===== config.mk =====
export PLATFORM = sky130hd
export DESIGN_NAME = spi_xfer_arbiter
export DESIGN_NICKNAME = d
export VERILOG_FILES = /design/src/rtl/spi_xfer_arbiter.sv
export SDC_FILE = /design/constraint.sdc
export NUM_CORES = 1
export LEC_CHECK = 0
export BUFFER_PORTS_ARGS = -buffer_cell sky130_fd_sc_hd__buf_2
export CELL_PAD_IN_SITES_DETAIL_PLACEMENT = 1
export CELL_PAD_IN_SITES_GLOBAL_PLACEMENT = 1
export CORE_MARGIN = 1
export CORE_UTILIZATION = 30
export CTS_BUF_LIST = sky130_fd_sc_hd__clkbuf_16
export CTS_CLUSTER_DIAMETER = 100
export DETAILED_ROUTE_END_ITERATION = 10
export PLACE_DENSITY = 0.83
export SLEW_MARGIN = 20
export SYNTH_ARGS = -nofsm -noshare
export SYNTH_HDL_FRONTEND = slang
export SYNTH_SLANG_ARGS = --single-unit

===== constraint.sdc =====
create_clock -name clk -period 4.5 [get_ports clk]
set_clock_uncertainty 0.15 [all_clocks]
set_input_delay 0.225 -clock clk [delete_from_list [all_inputs] [get_ports clk]]
set_output_delay 0.225 -clock clk [all_outputs]
set_load 0.005 [all_outputs]

===== src/rtl/spi_xfer_arbiter.sv =====
// spi_xfer_arbiter: round-robin sharing of one spi_master between NREQ requesters.
//   A requester is granted in IDLE when the master is idle (m_load=1). Its TX word is latched
//   onto m_din, m_st is pulsed for one cycle, and the arbiter then follows m_load low (frame
//   shifting) and back high (frame ended). On that cycle m_dout is captured into rx_dat and
//   the owner gets a one-cycle done strobe. The owner's successor becomes highest priority.
//
// Optional feature: define SPI_ARB_TIMEOUT_EN to bound each frame to TIMEOUT wait cycles.
//   On expiry the frame is aborted: err sets (sticky until rst), rx_dat keeps its old value,
//   and done still pulses to the owner. Without the macro err is tied low.
//
// Ports:
//   clk     system clock, rising edge
//   rst     synchronous active-high reset
//   req     per-requester request, held until its done
//   tx_dat  packed TX words, requester i at [i*WIDTH +: WIDTH]
//   gnt     one-hot owner of the current frame
//   done    one-cycle completion strobe to the owner, rx_dat valid that cycle
//   rx_dat  last received word
//   m_st    one-cycle start pulse to spi_master
//   m_din   TX word to spi_master, stable for the whole frame
//   m_dout  RX word from spi_master
//   m_load  spi_master idle flag (1 idle, 0 shifting)
//   busy    arbiter is not in IDLE
//   err     sticky frame timeout flag
module spi_xfer_arbiter #(
  parameter int unsigned NREQ    = 4,
  parameter int unsigned WIDTH   = 13,
  parameter int unsigned TIMEOUT = 4096
) (
  input  logic                  clk,
  input  logic                  rst,
  input  logic [NREQ-1:0]       req,
  input  logic [NREQ*WIDTH-1:0] tx_dat,
  output logic [NREQ-1:0]       gnt,
  output logic [NREQ-1:0]       done,
  output logic [WIDTH-1:0]      rx_dat,
  output logic                  m_st,
  output logic [WIDTH-1:0]      m_din,
  input  logic [WIDTH-1:0]      m_dout,
  input  logic                  m_load,
  output logic                  busy,
  output logic                  err
);

  localparam int unsigned IdxW = $clog2(NREQ);

  if (NREQ < 2 || NREQ > 8 || WIDTH < 1 || TIMEOUT < 2) begin : g_bad_param
    $error("spi_xfer_arbiter: parameter out of range");
  end

  typedef enum logic [2:0] {
    StIdle,
    StStart,
    StWaitLo,
    StWaitHi,
    StDone
  } state_e;

  state_e           state_q;
  logic [IdxW-1:0]  ptr_q;
  logic [IdxW-1:0]  idx_q;
  logic [NREQ-1:0]  gnt_q;
  logic [NREQ-1:0]  done_q;
  logic [WIDTH-1:0] rx_q;
  logic [WIDTH-1:0] din_q;
  logic             st_q;

`ifdef SPI_ARB_TIMEOUT_EN
  localparam int unsigned CntW = $clog2(TIMEOUT + 1);
  logic [CntW-1:0] cnt_q;
  logic            err_q;
  logic            to_hit;
  // Counter holds the number of wait cycles already spent; this cycle is the TIMEOUT-th.
  assign to_hit = (cnt_q == CntW'(TIMEOUT - 1));
`endif

  // Round-robin search: indices at or above ptr_q beat those below it, and within each
  // group the lowest index wins. Loops run high-to-low so the lowest match is written last.
  logic            pick_vld;
  logic [IdxW-1:0] pick_idx;

  always_comb begin
    pick_vld = 1'b0;
    pick_idx = '0;
    for (int k = int'(NREQ) - 1; k >= 0; k--) begin
      if (req[k] && (k < int'(ptr_q))) begin
        pick_vld = 1'b1;
        pick_idx = k[IdxW-1:0];
      end
    end
    for (int k = int'(NREQ) - 1; k >= 0; k--) begin
      if (req[k] && (k >= int'(ptr_q))) begin
        pick_vld = 1'b1;
        pick_idx = k[IdxW-1:0];
      end
    end
  end

  always_ff @(posedge clk) begin
    if (rst) begin
      state_q <= StIdle;
      ptr_q   <= '0;
      idx_q   <= '0;
      gnt_q   <= '0;
      done_q  <= '0;
      rx_q    <= '0;
      din_q   <= '0;
      st_q    <= 1'b0;
`ifdef SPI_ARB_TIMEOUT_EN
      cnt_q   <= '0;
      err_q   <= 1'b0;
`endif
    end else begin
      st_q   <= 1'b0;
      done_q <= '0;
      unique case (state_q)
        StIdle: begin
          // m_load low here means someone else is driving the master; do not start.
          if (pick_vld && m_load) begin
            gnt_q   <= NREQ'(1) << pick_idx;
            idx_q   <= pick_idx;
            din_q   <= tx_dat[pick_idx*WIDTH +: WIDTH];
            st_q    <= 1'b1;
            state_q <= StStart;
`ifdef SPI_ARB_TIMEOUT_EN
            cnt_q   <= '0;
`endif
          end
        end
        StStart: begin
          state_q <= StWaitLo;
        end
        StWaitLo: begin
          if (!m_load) begin
            state_q <= StWaitHi;
          end
`ifdef SPI_ARB_TIMEOUT_EN
          else if (to_hit) begin
            err_q   <= 1'b1;
            done_q  <= gnt_q;
            gnt_q   <= '0;
            state_q <= StDone;
          end
          cnt_q <= cnt_q + CntW'(1);
`endif
        end
        StWaitHi: begin
          if (m_load) begin
            rx_q    <= m_dout;
            done_q  <= gnt_q;
            gnt_q   <= '0;
            state_q <= StDone;
          end
`ifdef SPI_ARB_TIMEOUT_EN
          else if (to_hit) begin
            err_q   <= 1'b1;
            done_q  <= gnt_q;
            gnt_q   <= '0;
            state_q <= StDone;
          end
          cnt_q <= cnt_q + CntW'(1);
`endif
        end
        StDone: begin
          // Owner's successor gets top priority so a re-requesting owner goes last.
          ptr_q   <= (idx_q == IdxW'(NREQ - 1)) ? '0 : idx_q + IdxW'(1);
          state_q <= StIdle;
        end
        default: begin
          state_q <= StIdle;
        end
      endcase
    end
  end

  assign gnt    = gnt_q;
  assign done   = done_q;
  assign rx_dat = rx_q;
  assign m_st   = st_q;
  assign m_din  = din_q;
  assign busy   = (state_q != StIdle);
`ifdef SPI_ARB_TIMEOUT_EN
  assign err    = err_q;
`else
  assign err    = 1'b0;
`endif

endmodule


==> impl_metrics.json <==
{
  "status": "finished, final reports clean",
  "critical_path.startpoint_type": "flop",
  "drt_initial_violations": 91,
  "root_buffer": "sky130_fd_sc_hd__clkbuf_16",
  "vias": 2333,
  "post_drt_wl_per_cell_um": 14.9,
  "report.final.slew_viol_count": 0,
  "final-seq-area_um2": 841,
  "die_height_um": 87.4,
  "top_layer_used": "met4",
  "fin_setup_tns_ns": 0,
  "layout.nets": 437,
  "clk_path_buf_depth": 2,
  "netlist.top_cell.by_area": "sky130_fd_sc_hd__dfxtp_1",
  "crit_path_end_kind": "flop",
  "final_critical_path_setup_slack_ns": 2.36,
  "areaGrowthSynthToFinish_pct": 30.9,
  "multi_input_area_um2": 1160,
  "share_of_flip_flops_with_an_asynchronous_set_or_reset_pct": 0,
  "wirelength_um": 6870,
  "timing.final.hold_violations": 0,
  "worstHoldPathType": "primary input to flop",
  "detailedRoute.firstPassIterationCount": 4,
  "dp_hpwl_um": 4920,
  "unrepaired_setup_endpoints_after_global_routing": "no",
  "placement_rows": 30,
  "grt_first_pass_wirelength_um": 10900,
  "io_pins": 109,
  "worst_pin_slew_ns": 1.02,
  "grt_antenna_before_repair": 0,
  "die_x_um": 87.4,
  "crit_required_ns": 4.57,
  "largest_net_degree_at_the_start_of_global_routing": 39,
  "synth_largest_type_area_fraction_pct": 38.4,
  "met1Wirelength_um": 2970,
  "nFillCells": 894,
  "clock_power_share_pct": 37.6,
  "io_buffer_count": 107,
  "vias_per_cell": 5.06,
  "avgSynthCellArea_um2": 8.10,
  "synth_flop_cell": "sky130_fd_sc_hd__dfxtp_1",
  "cap_viol_max_count": 0,
  "dieArea_um2": 7640,
  "cell_internal_power_w": 0.000692,
  "cellLeakagePower_nw": 1.42,
  "netlist_top_cells_area": "sky130_fd_sc_hd__dfxtp_1 (38%), sky130_fd_sc_hd__a21oi_1 (8.0%), sky130_fd_sc_hd__nand2_1 (7.4%)",
  "combinationalPowerShare_pct": 19.7,
  "period_needed_ns": 2.14,
  "gr-total-overflow": 0,
  "dp.cells": 453,
  "drt.antenna.violating_nets": 0,
  "power.switching_w": 0.000276,
  "placement.setup.worst_slack_ns": 2.33,
  "cts-buffers-inserted": 5,
  "yosysWarningCount": 0,
  "critPathKind": "flop to flop",
  "synth.net_count": 343,
  "relSlewSlack_pct": 32.1,
  "post-route-drc-count": 0,
  "vdd.ir_drop.worst_uv": 136,
  "placeableCoreArea_um2": 6910,
  "hold_fix_buffers_cts": 0,
  "cp_data_arrival_time_ns": 2.21,
  "clock_latency_of_the_later_clocked_register_in_the_worst_skew_pair_ns": 0.29,
  "fin_cells": 461,
  "setup_viol_count_final": 0,
  "antenna_cells": 0,
  "initial_utilization_pct": 31.7,
  "ys_types": 40,
  "clk_pin_slew_ns": 0.07,
  "drive_gt1_share_pct": 34.2,
  "final.period_utilization_pct": 47.5,
  "clock.fmax_mhz": 468,
  "cts_tree": "yes",
  "grt_pass1_vias": 2292,
  "cts-htree-levels": 2,
  "groute.usage.overall_pct": 18.3,
  "synth_edf_count": 0,
  "post_synth_inst_count": 270,
  "finalWeightedCongestion": 0.731,
  "ctsResizeCount": 0,
  "power_density_nw_per_um2": 338,
  "synth.yosys.seq_area_share_pct": 38.4,
  "ys_ff_latch": 42,
  "cts.repair_timing.setup_buffer_count": 0,
  "p_seq_share_pct": 42.7,
  "worst-path-max-fanout": 14,
  "cts.sinks": 42,
  "detail_route_met2_wl_um": 3450,
  "met3RoutedLength_um": 365,
  "sw_frac_of_total_pct": 28.5,
  "mapped_cell_area_um2": 2190
}
## worst paths after layout
kind | startpoint | to | slack (ns) | depth (start not counted)
max | ptr_q[1] | m_din[3] | 2.36 | 5
min | m_dout[12] | rx_dat[12] | 0.02 | 3
max reg2reg | ptr_q[1] | m_din[3] | 2.36 | 5
min reg2reg | rx_dat[12] | rx_dat[12] | 0.30 | 2
## power by group through the flow
stage / Sequential (W) / Combinational, W / Clock [W]
after floorplan: 0.000422 / 0.000117 / 0
after global placement: 0.000421 / 0.000184 / 0
after detailed placement: 0.000422 / 0.000191 / 0
after CTS: 0.000414 / 0.000192 / 0.000372
after global routing: 0.000417 / 0.000214 / 0.000386
final: 0.000414 / 0.000191 / 0.000364
## metal layers
metal	global-route usage [%]	vias up
met2	31.8	73
met4	5.96	0
met1	22.3	1113
li1	-	1139
met3	4.08	8
met5	0	-
## final cells by class
type,count,area share (%)
Timing Repair Buffer,107,18.7
Inverter,15,1.97
Clock inverter,3,0.830
Sequential cell,42,29.3
Tap cell,96,4.19
Multi-Input combinational cell,193,40.6
Clock buffer,5,4.37
## cell usage after synthesis (all sizes together) (7+ instances only)
library cell   n
inv           15
buf           11
clkbuf         9
a41o          13
dfxtp         42
nand2         43
a21oi         35
o21ai         27
mux2i         13
and3          15
nor2           7
nand3          9
## cells in the final DEF, fill, tap and decap left out, types with 4 or more instances in the layout
master                      instances
sky130_fd_sc_hd__buf_2            107
sky130_fd_sc_hd__nand2_1           43
sky130_fd_sc_hd__dfxtp_1           42
sky130_fd_sc_hd__a21oi_1           35
sky130_fd_sc_hd__and3_1            15
sky130_fd_sc_hd__inv_1             14
sky130_fd_sc_hd__o21ai_1           14
sky130_fd_sc_hd__mux2i_1           13
sky130_fd_sc_hd__a41o_1            13
sky130_fd_sc_hd__o21ai_0           13
sky130_fd_sc_hd__nand3_1            8
sky130_fd_sc_hd__nor2_1             7
sky130_fd_sc_hd__clkbuf_16          5
sky130_fd_sc_hd__nor2b_1            4
sky130_fd_sc_hd__and2_1             4
## through the flow
step / cell area (µm²) / utilization (%) / total power [W] / hold slack, ns
2_1_floorplan: 2190 / - / 0.000538 / 0.211
6_report: 2870 / 41.5 / 0.000968 / 0.0219
5_1_grt: 2870 / 41.5 / 0.00102 / 0.0216
3_5_place_dp: 2710 / 39.3 / 0.000613 / 0.297
3_3_place_gp: 2710 / 39.3 / 0.000605 / 0.290
4_1_cts: 2860 / 41.4 / 0.000979 / 0.0200
## registers in the layout, indices dropped and copies added (netlist names)
signal	flops
done	4
gnt	4
idx_q	2
m_din	13
m_st	1
ptr_q	2
rx_dat	13
state_q	3
## worst max-delay path, cell delays in order, from the launching register on
cell and delay (ns):
sky130_fd_sc_hd__dfxtp_1 0.54, sky130_fd_sc_hd__nand2b_1 0.16, sky130_fd_sc_hd__a21oi_1 0.77, sky130_fd_sc_hd__and3_1 0.27
sky130_fd_sc_hd__o21ai_0 0.10, sky130_fd_sc_hd__o21ai_1 0.09
## cells by family after synthesis
logic type	after synthesis	synth area share, %
AOI/OAI and AO/OA	86	25.3
and+or+nand+nor	92	21.0
DFF	42	38.4
muxes	13	5.95
buffers and inverters	35	8.58
adders and majority gates	1	0.572
other	1	0.171
Note: power is estimated with default switching activity, not from simulation.
